<file path="src/rtl/data_io_pkg.sv">
// Shared constants and framer state type for the data_io SPI blocks.
package data_io_pkg;

  localparam logic [7:0] CmdSetIndex   = 8'h55;
  localparam logic [7:0] CmdUploadCtrl = 8'h56;
  localparam logic [7:0] CmdUploadData = 8'h57;

  typedef enum logic [2:0] {
    StCmd,
    StIdxArg,
    StRxArg,
    StData,
    StIgnore
  } framer_state_e;

endpackage

</file>
<file path="src/rtl/spi_edge_sync.sv">
// Two-flop synchronizers for the host SPI pins plus SCK rise/fall strobes in clk_sys.
module spi_edge_sync (
  input  logic clk_sys,
  input  logic reset,
  input  logic sck,
  input  logic ss_n,
  input  logic di,
  output logic sck_rise,
  output logic sck_fall,
  output logic ss_n_sync,
  output logic di_sync
);

  logic [1:0] sck_q;
  logic [1:0] ss_q;
  logic [1:0] di_q;
  logic       sck_prev_q;

  // Idle bus: chip select deasserted, clock low.
  always_ff @(posedge clk_sys or posedge reset) begin
    if (reset) begin
      sck_q      <= 2'b00;
      ss_q       <= 2'b11;
      di_q       <= 2'b00;
      sck_prev_q <= 1'b0;
    end else begin
      sck_q      <= {sck_q[0], sck};
      ss_q       <= {ss_q[0], ss_n};
      di_q       <= {di_q[0], di};
      sck_prev_q <= sck_q[1];
    end
  end

  assign sck_rise  = sck_q[1] & ~sck_prev_q;
  assign sck_fall  = ~sck_q[1] & sck_prev_q;
  assign ss_n_sync = ss_q[1];
  assign di_sync   = di_q[1];

endmodule

</file>
<file path="src/rtl/data_io_upload.sv">
// SPI upload channel: host reads core memory byte-by-byte over MISO with a one-byte
// prefetch buffer so each byte is ready before the host clocks it out.
module data_io_upload
  import data_io_pkg::*;
#(
  parameter int unsigned RD_LAT = 1,
  parameter int unsigned ADDR_W = 25
) (
  input  logic              clk_sys,
  input  logic              reset,
  input  logic              SPI_SCK,
  input  logic              SPI_SS2,
  input  logic              SPI_DI,
  output logic              SPI_DO,
  output logic              SPI_DO_OE,
  output logic              ioctl_upload,
  output logic [7:0]        ioctl_index,
  output logic [ADDR_W-1:0] ioctl_addr,
  output logic              ioctl_rd,
  input  logic [7:0]        ioctl_din,
  output logic              underrun
);

  localparam int unsigned LatW = $clog2(RD_LAT + 1);

  logic sck_rise, sck_fall, ss_n, di;

  spi_edge_sync u_sync (
    .clk_sys  (clk_sys),
    .reset    (reset),
    .sck      (SPI_SCK),
    .ss_n     (SPI_SS2),
    .di       (SPI_DI),
    .sck_rise (sck_rise),
    .sck_fall (sck_fall),
    .ss_n_sync(ss_n),
    .di_sync  (di)
  );

  framer_state_e   state_q, state_d;
  logic [2:0]      bit_cnt_q;
  logic [6:0]      rx_q;
  logic [7:0]      rx_byte;
  logic            rise, fall, byte_done;
  logic            idx_load, ctrl_load, boundary;
  logic [7:0]      tx_q, pf_data_q;
  logic            skip_fall_q, valid_q, req_q, busy_q, drop_q, rd_done;
  logic [LatW-1:0] lat_q;

  assign rise      = sck_rise & ~ss_n;
  assign fall      = sck_fall & ~ss_n;
  assign rx_byte   = {rx_q, di};
  assign byte_done = rise && (bit_cnt_q == 3'd7);
  assign rd_done   = busy_q && (lat_q == LatW'(1));

  always_ff @(posedge clk_sys or posedge reset) begin
    if (reset) begin
      state_q <= StCmd;
    end else begin
      state_q <= state_d;
    end
  end

  always_comb begin
    state_d = state_q;
    if (ss_n) begin
      state_d = StCmd;
    end else if (byte_done) begin
      unique case (state_q)
        StCmd: begin
          if (rx_byte == CmdSetIndex)                        state_d = StIdxArg;
          else if (rx_byte == CmdUploadCtrl)                 state_d = StRxArg;
          else if (rx_byte == CmdUploadData && ioctl_upload) state_d = StData;
          else                                               state_d = StIgnore;
        end
        StIdxArg, StRxArg: state_d = StIgnore;
        StData:            state_d = StData;
        StIgnore:          state_d = StIgnore;
        default:           state_d = StCmd;
      endcase
    end
  end

  always_comb begin
    SPI_DO_OE = (state_q == StData);
    SPI_DO    = SPI_DO_OE & tx_q[7];
    ioctl_rd  = req_q & ~busy_q;
    idx_load  = byte_done && (state_q == StIdxArg);
    ctrl_load = byte_done && (state_q == StRxArg);
    // Covers both DATA entry (end of the 0x57 byte) and every later byte end.
    boundary  = byte_done && (state_d == StData);
  end

  always_ff @(posedge clk_sys or posedge reset) begin
    if (reset) begin
      bit_cnt_q <= 3'd0;
      rx_q      <= 7'd0;
    end else if (ss_n) begin
      bit_cnt_q <= 3'd0;
    end else if (rise) begin
      bit_cnt_q <= bit_cnt_q + 3'd1;
      rx_q      <= rx_byte[6:0];
    end
  end

  always_ff @(posedge clk_sys or posedge reset) begin
    if (reset) begin
      ioctl_index  <= 8'd0;
      ioctl_upload <= 1'b0;
      ioctl_addr   <= '0;
      underrun     <= 1'b0;
      tx_q         <= 8'd0;
      pf_data_q    <= 8'd0;
      skip_fall_q  <= 1'b0;
      valid_q      <= 1'b0;
      req_q        <= 1'b0;
      busy_q       <= 1'b0;
      drop_q       <= 1'b0;
      lat_q        <= '0;
    end else begin
      if (ioctl_rd) begin
        busy_q <= 1'b1;
        lat_q  <= LatW'(RD_LAT);
        req_q  <= 1'b0;
      end else if (rd_done) begin
        busy_q <= 1'b0;
        drop_q <= 1'b0;
        if (!drop_q) begin
          pf_data_q <= ioctl_din;
          valid_q   <= 1'b1;
        end
      end else if (busy_q) begin
        lat_q <= lat_q - LatW'(1);
      end

      if (idx_load) ioctl_index <= rx_byte;

      if (ctrl_load) begin
        if (rx_byte != 8'd0) begin
          ioctl_upload <= 1'b1;
          ioctl_addr   <= '0;
          underrun     <= 1'b0;
          valid_q      <= 1'b0;
          req_q        <= 1'b1;
          // A read still in flight belongs to the old session; discard its data.
          drop_q       <= (busy_q & ~rd_done) | ioctl_rd;
        end else begin
          ioctl_upload <= 1'b0;
        end
      end

      if (boundary) begin
        if (valid_q) begin
          tx_q       <= pf_data_q;
          valid_q    <= 1'b0;
          ioctl_addr <= ioctl_addr + ADDR_W'(1);
          req_q      <= 1'b1;
        end else begin
          tx_q     <= 8'hFF;
          underrun <= 1'b1;
        end
        skip_fall_q <= 1'b1;
      end else if (fall) begin
        if (skip_fall_q) skip_fall_q <= 1'b0;
        else             tx_q        <= {tx_q[6:0], 1'b0};
      end
    end
  end

endmodule

</file>
<file path="config.mk">
export PLATFORM = sky130hd
export DESIGN_NAME = data_io_upload
export DESIGN_NICKNAME = d
export VERILOG_FILES = /design/src/rtl/data_io_pkg.sv /design/src/rtl/spi_edge_sync.sv /design/src/rtl/data_io_upload.sv
export SDC_FILE = /design/constraint.sdc
export NUM_CORES = 1
export LEC_CHECK = 0
export ABC_AREA = 1
export CAP_MARGIN = 0
export CORE_MARGIN = 10
export CORE_UTILIZATION = 35
export CTS_CLUSTER_SIZE = 28
export DETAILED_ROUTE_END_ITERATION = 12
export GPL_TIMING_DRIVEN = 0
export PLACE_DENSITY = 0.54
export SYNTH_ARGS = -nofsm -noshare
export SYNTH_HDL_FRONTEND = slang
export SYNTH_HIERARCHICAL = 1
export SYNTH_SLANG_ARGS = --single-unit
</file>
<file path="constraint.sdc">
create_clock -name clk_sys -period 3.2 [get_ports clk_sys]
set_clock_uncertainty 0.2 [all_clocks]
set_input_delay 0.96 -clock clk_sys [delete_from_list [all_inputs] [get_ports clk_sys]]
set_output_delay 0.96 -clock clk_sys [all_outputs]
set_load 0.01 [all_outputs]
</file>
==> results.cfg <==
[yosys]
yosys.area_share.adder_pct = 0.9186
synth-simple-area-share_pct = 35.95
synthCells = 544
ys_seq_area_share_pct = 47.21
synthMuxAreaShare_pct = 0
synth_top_family_by_area = simple AND/OR/NAND/NOR gates
syn_nets = 560
synth_async_sr_flop_share_pct = 100.0
avgSynthCellArea_um2 = 7.512
synth_seq_cells = 77
synth-xor-area-share_pct = 0.6430
synth_edf_count = 0
synth_compound_area_share_pct = 7.655
netlist_area_um2 = 4086
yosysWarnings = 6
ys_types = 35
ys.flop_type = dfrtp_1

[global_routing]
grt_pass1_vias = 3504
overflow = 0
track_usage_pct = 13.14
antenna_found_initial = 0
grt_max_degree = 41
grt_pass1_wl_um = 17440

[die]
die_h_um = 128.1
coreArea_um2 = 11420
rows = 39
io_pins = 51
die_area_um2 = 16400
start_util_pct = 35.79
fp.dieW_um = 128.1

[placed_design]
routabilityCongestion = 0.9215
dpl_worst_slack_ns = 0.5855
place_area_um2 = 4788
hpwl_um = 7848
io_buffers = 50

[timing]
setup_ws_ns = 0.1907
min_period_over_period_pct = 94.04
fmax_mhz = 332.3
period_needed_ns = 3.009
slew_headroom_pct = 61.38
rsz0062_at_grt = false
finalMaxSlewViolations = 0
worst_pin_slew_ns = 0.5794
setup_viol = 0
hold_viol = 0

[route]
drt_wl_total_um = 10450
route.detailed.drc = 0
antenna_left = 0
post_drt_wl_per_cell_um = 13.85
drtIter0Drc = 351
drtPass1Iterations = 4
vias = 3705
vias_per_cell = 4.914

[power]
ir_drop_mv = 0.2689
power_density_nw_per_um2 = 428.1
p_leak_nw = 2.269

[cells_and_area]
antenna_cells = 0
design_area_um2 = 5100
fillers = 1161
finalNetCount = 622
drive_gt1_share_pct = 9.493
area_delta_synth_final_pct = 24.80

[worst_setup_path]
arrival_ns = 1.85
cp-start-kind = register
cp-end-kind = primary output
crit_required_ns = 2.04
crit_type = reg2out
cp_max_fo = 4

[cts]
cts_buffers = 9
clk_pin_slew_ns = 0.06
post_cts_buffers = 0
insertion_delay_ns = 0.34
cts_tree = built
clock_path_buffers = 2
htreeDepth = 3
cts_resized = 0
cts-root-buf = clkbuf_16
clock_sinks = 77
hold_buffers = 0

[run_status]
status = finished, final reports clean

[min_path]
hold_class = reg2reg

[flow_run]
drv_cap = 0
[path summary, 6_finish.rpt]
| path | endpoint | from | depth (start not counted) | slack (ns) |
|---|---|---|---|---|
| min in group asynchronous | u_sync/sck_q[0] | reset | 2 | 0.74 |
| setup reg to reg | ioctl_addr[8] | u_sync/sck_q[1] | 11 | 0.83 |
| max in group asynchronous | ioctl_addr[9] | reset | 3 | 1.45 |
| setup / recovery | SPI_DO | state_q[2] | 6 | 0.19 |
| hold reg to reg | u_sync/di_q[1] | u_sync/di_q[0] | 0 | 0.15 |
| hold / removal | u_sync/di_q[1] | u_sync/di_q[0] | 0 | 0.15 |
[layout by cell type (no fill, tap or decap), types with 3 or more instances in the layout]
cell and n:
nand2_2 3, nor3_1 11, or2_2 7, nand4_1 7, nand2_1 177, clkdlybuf4s50_1 50, inv_1 45, o21ai_0 40
nand3_1 78, clkbuf_1 5, a21oi_1 3, xor2_1 3, nand3b_1 4, clkbuf_16 9, ha_1 3, nor2_1 39
nor2_2 4, inv_2 7, buf_2 3, buf_6 5, o21ai_1 6, dfrtp_1 75
[cells by family after synthesis]
kind of cell / after synthesis
adders and majority gates: 3
buffers and inverters: 70
DFF: 77
and+or+nand+nor: 334
xor gates and xnor gates: 3
AOI/OAI and AO/OA: 57
[where the power goes]
part | switching, mW | internal (mW)
combinational | 0.0725 | 0.0374
sequential | 0.0201 | 1.00
clock | 0.407 | 0.646
total | 0.500 | 1.68
[through the flow]
step / setup TNS (ns) / std cells / hold slack [ns] / util, % / power (mW)
global route: 0 / 754 / 0.1662 / 44.66 / 2.285
floorplan: 0 / 544 / 0.1312 / - / 1.104
finish: 0 / 754 / 0.1497 / 44.66 / 2.183
CTS: 0 / 754 / 0.1518 / 44.66 / 2.212
detailed placement: 0 / 738 / 0.1386 / 41.94 / 1.149
global placement: -78.79 / 737 / 0.1323 / 41.74 / 1.144
[layout make-up]
cell class              count  area, um^2  area share (%)
multi-input cells         397        1846           36.19
inverters                  54       205.2           4.024
clock buffers              11       252.7           4.956
flip-flops and latches     77        1929           37.83
repair buffers             51       520.5           10.21
clock inverters             5       58.81           1.153
plain buffers              16       108.9           2.134
well taps                 143       178.9           3.508
[critical path: stages, from the launching register on]
cell and delay (ns):
dfrtp_1 0.38, inv_2 0.08, nand2_1 0.06, nor2_2 0.18
inv_2 0.08, nor2_1 0.16, clkdlybuf4s50_1 0.57
[layer usage]
metal	up-vias	share of wire [%]	track usage, %
met5	-	0	0
li1	1890	-	-
met1	1722	48	17.69
met2	81	44	19.87
met4	0	1.9	6.159
met3	12	6.0	2.481
[cell usage after synthesis (2+ instances only)]
cell type  number  share of area (%)
nor2_1         39                3.6
inv_2           7               0.64
a21boi_0        2               0.37
inv_1          46                4.2
nand2_1       177                 16
o21ai_0        40                4.9
nor2_2          4               0.61
nand3_1        78                9.6
nand3b_1        4               0.73
buf_4           2               0.37
xor2_1          3               0.64
buf_2           3               0.37
dfstp_2         2                1.3
a21oi_1         3               0.37
or2_2           7                1.1
nand2_2         3               0.46
nor3_1         11                1.3
clkbuf_1        5               0.46
ha_1            3               0.92
buf_6           5                1.4
nand4_1         7                1.1
dfrtp_1        75                 46
o21ai_1         6               0.73
[flip-flops by register name (all words and copies together), names as in the netlist, 2 cells and up]
signal,cells
bit_cnt_q,3
ioctl_addr,25
ioctl_index,8
pf_data_q,8
rx_q,7
state_q,3
tx_q,8
u_sync/di_q,2
u_sync/sck_q,2
u_sync/ss_q,2
Note: power is estimated with default switching activity, not from simulation.
==> edit, RTL diff (same flow settings) <==
Make the reset (`reset`) synchronous in 4 clocked blocks.
--- a/src/rtl/spi_edge_sync.sv
+++ b/src/rtl/spi_edge_sync.sv
@@ -18,5 +18,5 @@
 
   // Idle bus: chip select deasserted, clock low.
-  always_ff @(posedge clk_sys or posedge reset) begin
+  always_ff @(posedge clk_sys) begin
     if (reset) begin
       sck_q      <= 2'b00;
--- a/src/rtl/data_io_upload.sv
+++ b/src/rtl/data_io_upload.sv
@@ -54,5 +54,5 @@
   assign rd_done   = busy_q && (lat_q == LatW'(1));
 
-  always_ff @(posedge clk_sys or posedge reset) begin
+  always_ff @(posedge clk_sys) begin
     if (reset) begin
       state_q <= StCmd;
@@ -92,5 +92,5 @@
   end
 
-  always_ff @(posedge clk_sys or posedge reset) begin
+  always_ff @(posedge clk_sys) begin
     if (reset) begin
       bit_cnt_q <= 3'd0;
@@ -104,5 +104,5 @@
   end
 
-  always_ff @(posedge clk_sys or posedge reset) begin
+  always_ff @(posedge clk_sys) begin
     if (reset) begin
       ioctl_index  <= 8'd0;
Formal check against the unedited RTL: no difference found for any inputs over 10 cycles, from zero or initial values and one cycle with reset high; that may be too few to reach the edited logic, so the function may still have changed.
==> edit against the unedited design <==
  * Setup slack improved by 0.024 ns
  * Critical endpoint unchanged
  * Area after synthesis grew 2.1%
  * Critical path depth decreased by 1
  * Register-to-register slack better by 0.17 ns
  * Design area up 1.6%
  * Sequential cell count did not move
  * Wire length rose by 13%
  * Maximum frequency increased by 0.81%
Power is not compared: it rests on default switching activity, and its combinational part moved more than twofold at a synthesized area within 25%.
==> edit: results (changes against the unedited design) <==
Drt
* 318 — DRT iter0 DRCs, -9.4%
* 6 — count of TritonRoute iterations in the first routing pass, +2
* 5430 um — Routed met1 length, +8.1%
* 5600 um — Routed met2 length, +22%
* 575 um — Met3 Wirelength, -7.9%
* 4,154 — via total after detailed routing, +12%
* 11,800 um — total wirelength of the detailed-routed design, +13%

Critical path
* 12 — R2R cell count, +1
* 0.56 ns — Slowest Stage Delay on Critical Path
* 3 — maximum net fanout on the critical path, -1

Synth
* 0.00900 — post-synthesis adder-cell area fraction, -0.000187
* 6.62 um^2 — mean area per synthesized cell, -12%
* 149 x sky130_fd_sc_hd__nand2_1, 100 x sky130_fd_sc_hd__nor2_1, 77 x sky130_fd_sc_hd__dfxtp_1, 56 x sky130_fd_sc_hd__inv_1, 54 x sky130_fd_sc_hd__nand3_1 — most instantiated cells after synthesis
* 0.00840 — XOR/XNOR share of the synthesized area, +0.00197
* 0.370 — sequential fraction of the synthesis area, -0.103
* 0.121 — complex-gate fraction of the synthesized area, +0.0446
* 0 — multiplexer share of the synthesized area, unchanged
* 646 — syn nets, +15%
* sky130_fd_sc_hd__dfxtp_1 37%, sky130_fd_sc_hd__nand2_1 13%, sky130_fd_sc_hd__nor2_1 9.0% — Synth area leaders
* 0 — Post-synth ARST share, -1.00
* 6 — Yosys warning total, unchanged
* 37 — post-synth cell types, +5.7%
* sky130_fd_sc_hd__dfxtp_1 — primary flip-flop cell chosen by synthesis mapping

Hold path
* reg2reg — path category of the worst min-delay check
* 2 — depth of the worst hold-timing path, +2

Global routing
* 16 — largest net degree at the start of global routing, -61%
* 0.0375 — M3 GR Usage, +0.0127
* 0 — antenna violations before repair, unchanged
* 0.147 — Overall Global Routing Usage, +0.0155
* 4,039 — number of global-route vias before repair, +15%
* 0.176 — M1 GR Usage, -0.000970
* 0.248 — met2 track demand over resource in global routing, +0.0495
* 19,800 um — wire length of the first global-routing pass, +13%

CTS
* 0.35 ns — clock latency on the worst-skew pair
* 2 — Longest Clk Path Bufs, unchanged
* 0 — CTS-repair resized insts, unchanged

Power
* 485 uW — switching power
* 1150 uW — power in the clock group
* 968 uW — sequential cell power
* 0.00204 uW — Pleak

Place
* 50 — Port Buf Inserts, unchanged
* 0.875 — placer's final routability congestion estimate, -5.1%
* 8910 um — placed wire-length estimate, +14%
* 4850 um^2 — total cell area at the placement stage, +1.3%
* 823 — number of placed instances, taps included, +12%

Finish
* 0.105 — layout cells sized above 1, +0.00996
* 1,210 — final-layout fill cell count, +4.2%
* 839 — non-filler instance count after layout, +11%
* ioctl_addr — largest reg by FF count
* 0 — count of inserted antenna diode cells, unchanged
* 25 — number of flip-flops in the largest register, unchanged
* 707 — Post-layout nets, +14%

Run status
* finished clean — status

STA
* 0.591 — Rel. slew slack, -0.0224

==> edit: cell types whose count changed in the layout (fill, tap and decap cells not counted), moves of 8 or more <==
| cell | before | now |
|---|---|---|
| sky130_fd_sc_hd__a21oi_1 | 3 | 39 |
| sky130_fd_sc_hd__dfrtp_1 | 75 | 0 |
| sky130_fd_sc_hd__dfxtp_1 | 0 | 77 |
| sky130_fd_sc_hd__inv_1 | 45 | 56 |
| sky130_fd_sc_hd__nand2_1 | 177 | 149 |
| sky130_fd_sc_hd__nand3_1 | 78 | 54 |
| sky130_fd_sc_hd__nand4_1 | 7 | 15 |
| sky130_fd_sc_hd__nor2_1 | 39 | 100 |
==> edit: logic make-up after synthesis <==
kind of cell    count (synthesis)
simple gates                  363
compound gates                 93
buf+inv                        90
flops                          77
xor+xnor                        4
fa+ha+maj                       3
==> edit: worst paths after layout <==
path,from,end,slack [ns]
setup / recovery,state_q[0],SPI_DO,0.21
hold / removal,u_sync/di_q[0],u_sync/di_q[1],0.21
setup reg to reg,u_sync/sck_q[1],ioctl_addr[6],1.00
hold reg to reg,u_sync/di_q[0],u_sync/di_q[1],0.21
==> edit: through the flow <==
step | setup WS, ns | power, uW | setup TNS [ns] | utilization
floorplan | 1.02 | 1010 | 0 | -
global placement | -0.267 | 1040 | -2.58 | 0.419
detailed placement | -0.272 | 1040 | -2.61 | 0.419
CTS | 0.0852 | 2190 | 0 | 0.448
global route | 0.103 | 2240 | 0 | 0.448
finish | 0.215 | 2170 | 0 | 0.448
==> edit: final cells by class <==
class                      count  share of cell area
multi-input combinational    463               0.434
clock buffer                   9              0.0435
timing repair buffer          50              0.0966
tap                          143              0.0345
sequential                    77               0.297
clock inverter                 7              0.0203
buffer                        25              0.0266
inverter                      65              0.0476
